File: src/rtl/datapath_seq.sv
`default_nettype none
// ============================================================================
// Module   : datapath_seq
// Brief    : Valid/ready micro-instruction sequencer for the register-file/ALU
//            datapath: FIFO buffering, issue/exec sequencing, result capture.
// Revision : 1.0
// ============================================================================
module datapath_seq #(
    parameter int DEPTH = 4
) (
    input  logic        clk,
    input  logic        rst,
    input  logic        in_valid,
    input  logic [8:0]  in_instr,
    output logic        in_ready,
    output logic [1:0]  addr1,
    output logic [1:0]  addr2,
    output logic [1:0]  addr3,
    output logic [2:0]  alu,
    output logic        wr,
    input  logic [31:0] result,
    input  logic        cout,
    output logic [31:0] res_q,
    output logic        cout_q,
    output logic        done,
    output logic        err,
    output logic        busy
);

    localparam int                 c_PTR_W = $clog2(DEPTH);
    localparam int                 c_CNT_W = $clog2(DEPTH + 1);
    localparam logic [c_CNT_W-1:0] c_FULL  = c_CNT_W'(DEPTH);

    typedef enum logic [1:0] {
        S_IDLE  = 2'd0,
        S_ISSUE = 2'd1,
        S_EXEC  = 2'd2
    } state_t;

    state_t               r_state;
    logic [8:0]           r_mem [DEPTH];
    logic [c_PTR_W-1:0]   r_head;
    logic [c_PTR_W-1:0]   r_tail;
    logic [c_CNT_W-1:0]   r_count;
    logic [1:0]           r_addr1;
    logic [1:0]           r_addr2;
    logic [1:0]           r_addr3;
    logic [2:0]           r_alu;
    logic                 r_wr;
    logic [31:0]          r_res_q;
    logic                 r_cout_q;
    logic                 r_done;
    logic                 r_err;

    logic                 w_push;
    logic                 w_pop;
    logic [8:0]           w_head_instr;

    // Readiness comes only from the registered count, so a pop on the same
    // edge never frees a slot for a push on that edge.
    assign in_ready     = (r_count != c_FULL);
    assign w_push       = in_valid && in_ready;
    assign w_pop        = (r_state == S_IDLE) && (r_count != '0);
    assign w_head_instr = r_mem[r_head];

    always_ff @(posedge clk) begin
        if (w_push) begin
            r_mem[r_tail] <= in_instr;
        end
    end

    always_ff @(posedge clk or negedge rst) begin
        if (!rst) begin
            r_head  <= '0;
            r_tail  <= '0;
            r_count <= '0;
        end else begin
            if (w_push) begin
                r_tail <= r_tail + c_PTR_W'(1);
            end
            if (w_pop) begin
                r_head <= r_head + c_PTR_W'(1);
            end
            case ({w_push, w_pop})
                2'b10:   r_count <= r_count + c_CNT_W'(1);
                2'b01:   r_count <= r_count - c_CNT_W'(1);
                default: r_count <= r_count;
            endcase
        end
    end

    always_ff @(posedge clk or negedge rst) begin
        if (!rst) begin
            r_state  <= S_IDLE;
            r_addr1  <= 2'd0;
            r_addr2  <= 2'd0;
            r_addr3  <= 2'd0;
            r_alu    <= 3'd0;
            r_wr     <= 1'b0;
            r_res_q  <= 32'd0;
            r_cout_q <= 1'b0;
            r_done   <= 1'b0;
            r_err    <= 1'b0;
        end else begin
            r_done <= 1'b0;
            r_err  <= 1'b0;
            case (r_state)
                S_IDLE: begin
                    if (w_pop) begin
                        r_alu   <= w_head_instr[8:6];
                        r_addr3 <= w_head_instr[5:4];
                        r_addr1 <= w_head_instr[3:2];
                        r_addr2 <= w_head_instr[1:0];
                        r_state <= S_ISSUE;
                    end
                end
                S_ISSUE: begin
                    // Ops with alu[2] set are illegal and must never write back.
                    r_wr    <= ~r_alu[2];
                    r_state <= S_EXEC;
                end
                S_EXEC: begin
                    r_wr   <= 1'b0;
                    r_done <= 1'b1;
                    if (r_alu[2]) begin
                        r_err <= 1'b1;
                    end else begin
                        r_res_q  <= result;
                        r_cout_q <= cout;
                    end
                    r_state <= S_IDLE;
                end
                default: begin
                    r_wr    <= 1'b0;
                    r_state <= S_IDLE;
                end
            endcase
        end
    end

    assign addr1  = r_addr1;
    assign addr2  = r_addr2;
    assign addr3  = r_addr3;
    assign alu    = r_alu;
    assign wr     = r_wr;
    assign res_q  = r_res_q;
    assign cout_q = r_cout_q;
    assign done   = r_done;
    assign err    = r_err;
    assign busy   = (r_state != S_IDLE) || (r_count != '0);

endmodule
`default_nettype wire
File: config.mk
export PLATFORM = sky130hd
export DESIGN_NAME = datapath_seq
export DESIGN_NICKNAME = d
export VERILOG_FILES = /design/src/rtl/datapath_seq.sv
export SDC_FILE = /design/constraint.sdc
export NUM_CORES = 1
export LEC_CHECK = 0
export BUFFER_PORTS_ARGS = -buffer_cell sky130_fd_sc_hd__buf_2
export CAP_MARGIN = 20
export CORE_UTILIZATION = 56
export CTS_CLUSTER_DIAMETER = 40
export DETAILED_ROUTE_END_ITERATION = 7
export PLACE_DENSITY = 0.83
export SYNTH_ARGS = -nofsm -noshare
export SYNTH_HDL_FRONTEND = slang
export SYNTH_SLANG_ARGS = --single-unit
File: constraint.sdc
create_clock -name clk -period 5.03 [get_ports clk]
set_clock_uncertainty 0.2 [all_clocks]
set_input_delay 0.2515 -clock clk [delete_from_list [all_inputs] [get_ports clk]]
set_output_delay 0.2515 -clock clk [all_outputs]
set_load 0.05 [all_outputs]
# Word level (Yosys, flattened, before mapping)
# Memories as Yosys holds them, arrays and structs flattened. A register that Yosys moved wholly into a read port is not among the register bits.
# Cells that the tools add are included.
[word_totals]
register_bits = 45
ram_bits = 36
in_bits = 45
output_inout_bits = 47
wordCells = 40
n_memories = 1
[op_classes]
addsub = 4
eq_ne = 6
n_mux = 9
n_bitwise = 1
n_reduce_logical = 10
[memory_table]
columns = ["memory", "depth", "width", "read_ports", "rd_clocked_by_memory_dff", "wr", "line_no", "text"]
rows = [
  ["r_mem", 4, 9, 1, 1, 1, "41", "logic [8:0] r_mem [DEPTH];"],
]
[ops]
columns = ["op", "n"]
rows = [
  ["$pmux 3 s2", 1],
  ["$mux 1", 5],
  ["$add 2x1->2 const B", 2],
  ["$eq 2x1->1 const B", 2],
  ["$eq 2x2->1 const B", 2],
  ["$pmux 2 s2", 1],
  ["$reduce_and 2->1", 2],
  ["$reduce_bool 2->1", 2],
  ["$add 3x1->3 const B", 1],
  ["$ne 3x3->1 const B", 1],
  ["$reduce_bool 3->1", 1],
  ["$sub 3x1->3 const B", 1],
  ["$logic_and 1x1->1", 2],
  ["$logic_not 2->1", 1],
  ["$mux 2", 1],
  ["$ne 2x2->1 const B", 1],
  ["$pmux 1 s2", 1],
  ["$logic_not 1->1", 1],
  ["$logic_or 1x1->1", 1],
  ["$not 1->1", 1],
]

# Logic depth before layout (Yosys ltp)
[depth]
ltp_word = 4
ltp_mapped = 9
ltp_nobuf = 9

# Worst setup path before layout
# No wires, ideal clock.
[synth_path]
kind = "register -> register"
start = "register r_count[0]"
end = "register r_count[2]"
arrival_time_ps = 2101
required_time_ps = 4751
path_slack_ps = 2650
stages_incl_launch_ff = 10
path_cell_list = "dfrtp_1 > or3b_4 > and2_4 > inv_1 > ha_1 > inv_1 > fa_1 > xor2_1 > nor2_1 > xor2_1"
[synth_via]
elab_chain_cells = 4
[synth_lines]
columns = ["item", "line_no", "text"]
rows = [
  ["start: declaration", "44", "logic [c_CNT_W-1:0] r_count;"],
  ["start signal: assignment", "85", "2'b10: r_count <= r_count + c_CNT_W'(1);"],
  ["start signal: assignment", "86", "2'b01: r_count <= r_count - c_CNT_W'(1);"],
  ["start signal: assignment", "87", "default: r_count <= r_count;"],
  ["$ne 3x3->1 (*)", "61", "assign in_ready = (r_count != c_FULL);"],
  ["via in_ready", "15", "output logic in_ready,"],
  ["$logic_and 1x1->1 (*)", "62", "assign w_push = in_valid && in_ready;"],
  ["$eq 2x1->1 or $eq 2x2->1 (tied branches)", "84", "case ({w_push, w_pop})"],
  ["$pmux 3 s2 or $reduce_bool 2->1 (tied branches)", "-", ""],
]
# The timed path passes the listed nets; every way through them passes the cells marked *.
# A chain may end at the register's enable or synchronous reset.

# Worst setup path after layout
[layout_path]
start = "register r_count[0]"
end = "register r_count[2]"
[layout_via]
elab_chain_cells = 4
[layout_lines]
columns = ["item", "line_no"]
rows = [
  ["$ne 3x3->1 or $reduce_bool 3->1 (tied branches)", "61, 63"],
  ["$logic_and 1x1->1 (on tied branches)", "62, 63"],
  ["$eq 2x1->1 or $eq 2x2->1 (tied branches)", "84"],
  ["$pmux 3 s2 or $reduce_bool 2->1 (tied branches)", "-"],
]
# Several ways; a longest one is shown, not always the timed one.

==> run summary <==
SYNTHESIS
-------------------------------------------------------------------------------------
Synthesized flop and latch total                                                   90
Syn Std Cell Area                                                         0.00366 mm²
Syn Inst Count                                                                    190
Sequential share of the synthesized area                                        0.664
Net Count, Synth                                                                  241
Count of warnings emitted by yosys                                                  0
Distinct cells, synth                                                              28
Mean post-synth cell area                                                    19.3 µm²

FLOORPLAN
-------------------------------------------------------------------------------------
DIE AREA                                                                  0.00686 mm²
Die X-Extent                                                                  82.9 µm
Core ar.                                                                  0.00631 mm²
Io pins                                                                            92
# rows                                                                             29
Starting Density                                                                0.580
Die Y-Extent                                                                  82.9 µm

PWR
-------------------------------------------------------------------------------------
Total power per unit cell area                                             709 mW/mm²
Standby leakage power                                                         2.13 nW
Largest vdd supply drop                                                        571 µV

FINISH
-------------------------------------------------------------------------------------
ANT cells                                                                           0
Net count of the finished layout                                                  381
Number of filler instances in the final layout                                    387
Layout-stage area growth over the synthesis result                              28.8%
Share of final-layout standard cells stronger than drive strength 1             0.455
Leading cell types in the layout, fill and taps excluded                 buf_2 (91), dfrtp_1 (54), dlygate4sd3_1 (43), edfxtp_1 (36), mux2_4 (31)
Most frequent standard cell in the layout excluding fill and tap cells          buf_2

CRITICAL PATH
-------------------------------------------------------------------------------------
Crit path arrival time                                                        2.46 ns
Logic depth of the worst path, buffers included                                     9
Cell with the largest stage delay on the worst path                           dfrtp_1
Ordered list of cells on the worst path                                  or3b_4 -> and2_4 -> inv_1 -> ha_1 -> inv_1 -> fa_1 -> xor2_1 -> nor2_1 -> xor2_1
Gate family responsible for the most delay along the worst path          simple AND/OR/NAND/NOR gates
CP startpoint                                                              r_count[0]
Path type of the worst setup path                                        flop to flop
Number of buffer and inverter instances along the worst setup path                  2
Critical-path maximum fanout                                                        6
Critical Path End Type                                                           flop
Delay contributed by the slowest stage of the critical path                   0.43 ns
Kind of launch point of the worst setup path                                     flop
Launch instance of the worst register-to-register path                     r_count[0]
R2r worst-path depth                                                                9
Required time of the critical path                                            5.10 ns

CTS
-------------------------------------------------------------------------------------
Clk_lat worst skew                                                            0.34 ns
Master cell of the clock root buffer                                         clkbuf_8
Number of buffers between clock root and the deepest sink                           2
Number of CTS-inserted buffers                                                      9
Number of sinks driven by the clock tree                                           90
CTS H-Tree Depth                                                                    3
Clock-pin slew on the worst setup and hold paths                              0.08 ns
CTS tree                                                                        built

STA
-------------------------------------------------------------------------------------
Top achievable clock speed                                                    418 MHz
Final Slew Violations                                                               0
Crit path time final                                                          2.39 ns
Minimum hold slack                                                          0.0954 ns
Sum of negative setup slack                                                      0 ns
Unrepaired setup endpoints after global routing                                    no
Worst-margin pin slew                                                        0.679 ns
Share of the clock period used by the worst path                                0.476
Number of endpoints with negative hold slack in the final report                    0
Setup Viol. Count Final                                                             0
Worst-case headroom to the max-slew limit                                       0.548

PLACED DESIGN
-------------------------------------------------------------------------------------
Count of input and output buffers                                                  91
Final estimated routing congestion in global placement                          0.711
Half-perimeter wire length after detailed placement                           4130 µm

GLOBAL ROUTING
-------------------------------------------------------------------------------------
Antenna violations before repair                                                    0
Global-route usage over all layers                                              0.238
Wire length of the first global-routing pass                                12,300 µm
Maximum number of pins on one net before global-route repair                       55
Total gr overflow                                                                   0
Vias in the first global route                                                  2,386

RUN
-------------------------------------------------------------------------------------
Number of max-cap violations                                                        0

DETAILED ROUTING
-------------------------------------------------------------------------------------
Post-detailed-route via-to-cell ratio                                            5.25
Total Routed Length                                                           7500 µm
ANT nets after route                                                                0
First-pass iteration count of the detailed router                                   4
Post-route DRC                                                                      0
Vias after detailed routing                                                     2,157
Initial detailed-routing violation count                                          114
Routed len/inst                                                               18.3 µm

HOLD PATH
-------------------------------------------------------------------------------------
Worst hold path depth                                                               3
Worst min-delay path startpoint                                              in_valid
Path category of the worst min-delay check                               primary input to flop

STATUS
-------------------------------------------------------------------------------------
Outcome                                                                  finished clean

-- layer usage --
metal	routed length (µm)	part of all wire	vias to the layer above	track usage
met5	0	0	-	0
met2	3780	0.50	97	0.409
met3	522	0.070	20	0.0746
met4	177	0.024	0	0.102
li1	-	-	981	-
met1	3020	0.40	1059	0.277
-- worst paths after layout --
kind	endpoint	slack, ns
max in group asynchronous	res_q[24]	3.80
worst min-delay path	r_tail[0]	0.1
worst min register to register	r_count[2]	0.31
min in group asynchronous	res_q[31]	0.38
worst max-delay path	r_count[2]	2.64
worst max register to register	r_count[2]	2.64
-- final cells by class --
class / instances / area [µm²] / area share
Clock inverter: 3 / 17.5 / 0.00371
Sequential cell: 90 / 2430 / 0.516
Multi-Input combinational cell: 86 / 1110 / 0.235
Inverter: 7 / 26.3 / 0.00557
Clock buffer: 12 / 135 / 0.0286
Tap cell: 77 / 96.3 / 0.0204
Timing Repair Buffer: 136 / 901 / 0.191
-- Yosys cell counts --
| library cell | number | area share |
|---|---|---|
| mux2_4 | 31 | 0.13 |
| nand3_1 | 2 | 0.0027 |
| nor2b_1 | 1 | 0.0017 |
| ha_1 | 5 | 0.017 |
| buf_4 | 1 | 0.0021 |
| and2_4 | 2 | 0.0048 |
| buf_6 | 2 | 0.0062 |
| mux2i_1 | 2 | 0.0055 |
| nand2_1 | 1 | 0.0010 |
| fa_1 | 1 | 0.0055 |
| and3_2 | 1 | 0.0021 |
| edfxtp_1 | 36 | 0.30 |
| xnor2_1 | 3 | 0.0072 |
| xor2_1 | 3 | 0.0072 |
| nor3_1 | 3 | 0.0041 |
| or3_1 | 1 | 0.0017 |
| nor2b_2 | 1 | 0.0024 |
| inv_1 | 7 | 0.0072 |
| clkbuf_1 | 1 | 0.0010 |
| or3b_4 | 1 | 0.0031 |
| and3_1 | 3 | 0.0051 |
| o21ai_0 | 1 | 0.0014 |
| mux2_2 | 11 | 0.034 |
| and2_1 | 1 | 0.0017 |
| mux4_1 | 9 | 0.065 |
| dfrtp_1 | 54 | 0.37 |
| buf_12 | 3 | 0.016 |
| nor2_1 | 3 | 0.0031 |
-- registers in the layout (all words and copies together) (netlist names) --
name	cells
r_head	2
alu	3
r_tail	2
err	1
wr	1
res_q	32
r_state	2
r_mem	36
addr1	2
done	1
r_count	3
cout_q	1
addr2	2
addr3	2
-- worst reg2reg max path, delay by kind of cell (launching register included) --
family	cells	cell delay [ns]
xor gates and xnor gates	2	0.29
adders and majority gates	2	0.56
buffers and inverters	2	0.11
DFF	1	0.43
and+or+nand+nor	3	0.73
-- where the power goes --
part	total (mW)	switching [mW]	internal (mW)
Clock	0.405	0.229	0.176
Combinational	1.69	1.06	0.635
Sequential	1.24	0.188	1.06
-- through the flow --
| stage | cell area (µm²) | utilization | setup slack [ns] | power, mW | cells |
|---|---|---|---|---|---|
| finish | 4720 | 0.747 | 2.64 | 3.34 | 411 |
| global route | 4720 | 0.747 | 2.52 | 3.51 | 411 |
| CTS | 4720 | 0.747 | 2.64 | 3.33 | 411 |
| detailed placement | 4130 | 0.655 | 2.66 | 2.90 | 353 |
| global placement | 4130 | 0.655 | 2.73 | 2.86 | 353 |
| floorplan | 3660 | - | 2.65 | 2.59 | 190 |
-- logic make-up after synthesis --
family	count (synthesis)	share of synthesized area
AO/OA/AOI/OAI	1	0.00137
AND/OR/NAND/NOR	20	0.0335
XOR/XNOR	6	0.0144
multiplexers	53	0.231
buffers and inverters	14	0.0328
flip-flops	90	0.664
adder cells (fa/ha/maj)	6	0.0226
-- what timing repair did --
action / 4_1_cts / 5_1_grt
hold buffers: 43 / 0
resized for setup: 0 / 0
hold endpoints to repair: 123 / 0
buffers inserted: 0 / 0
No activity file was read; power rests on OpenSTA's default activity.
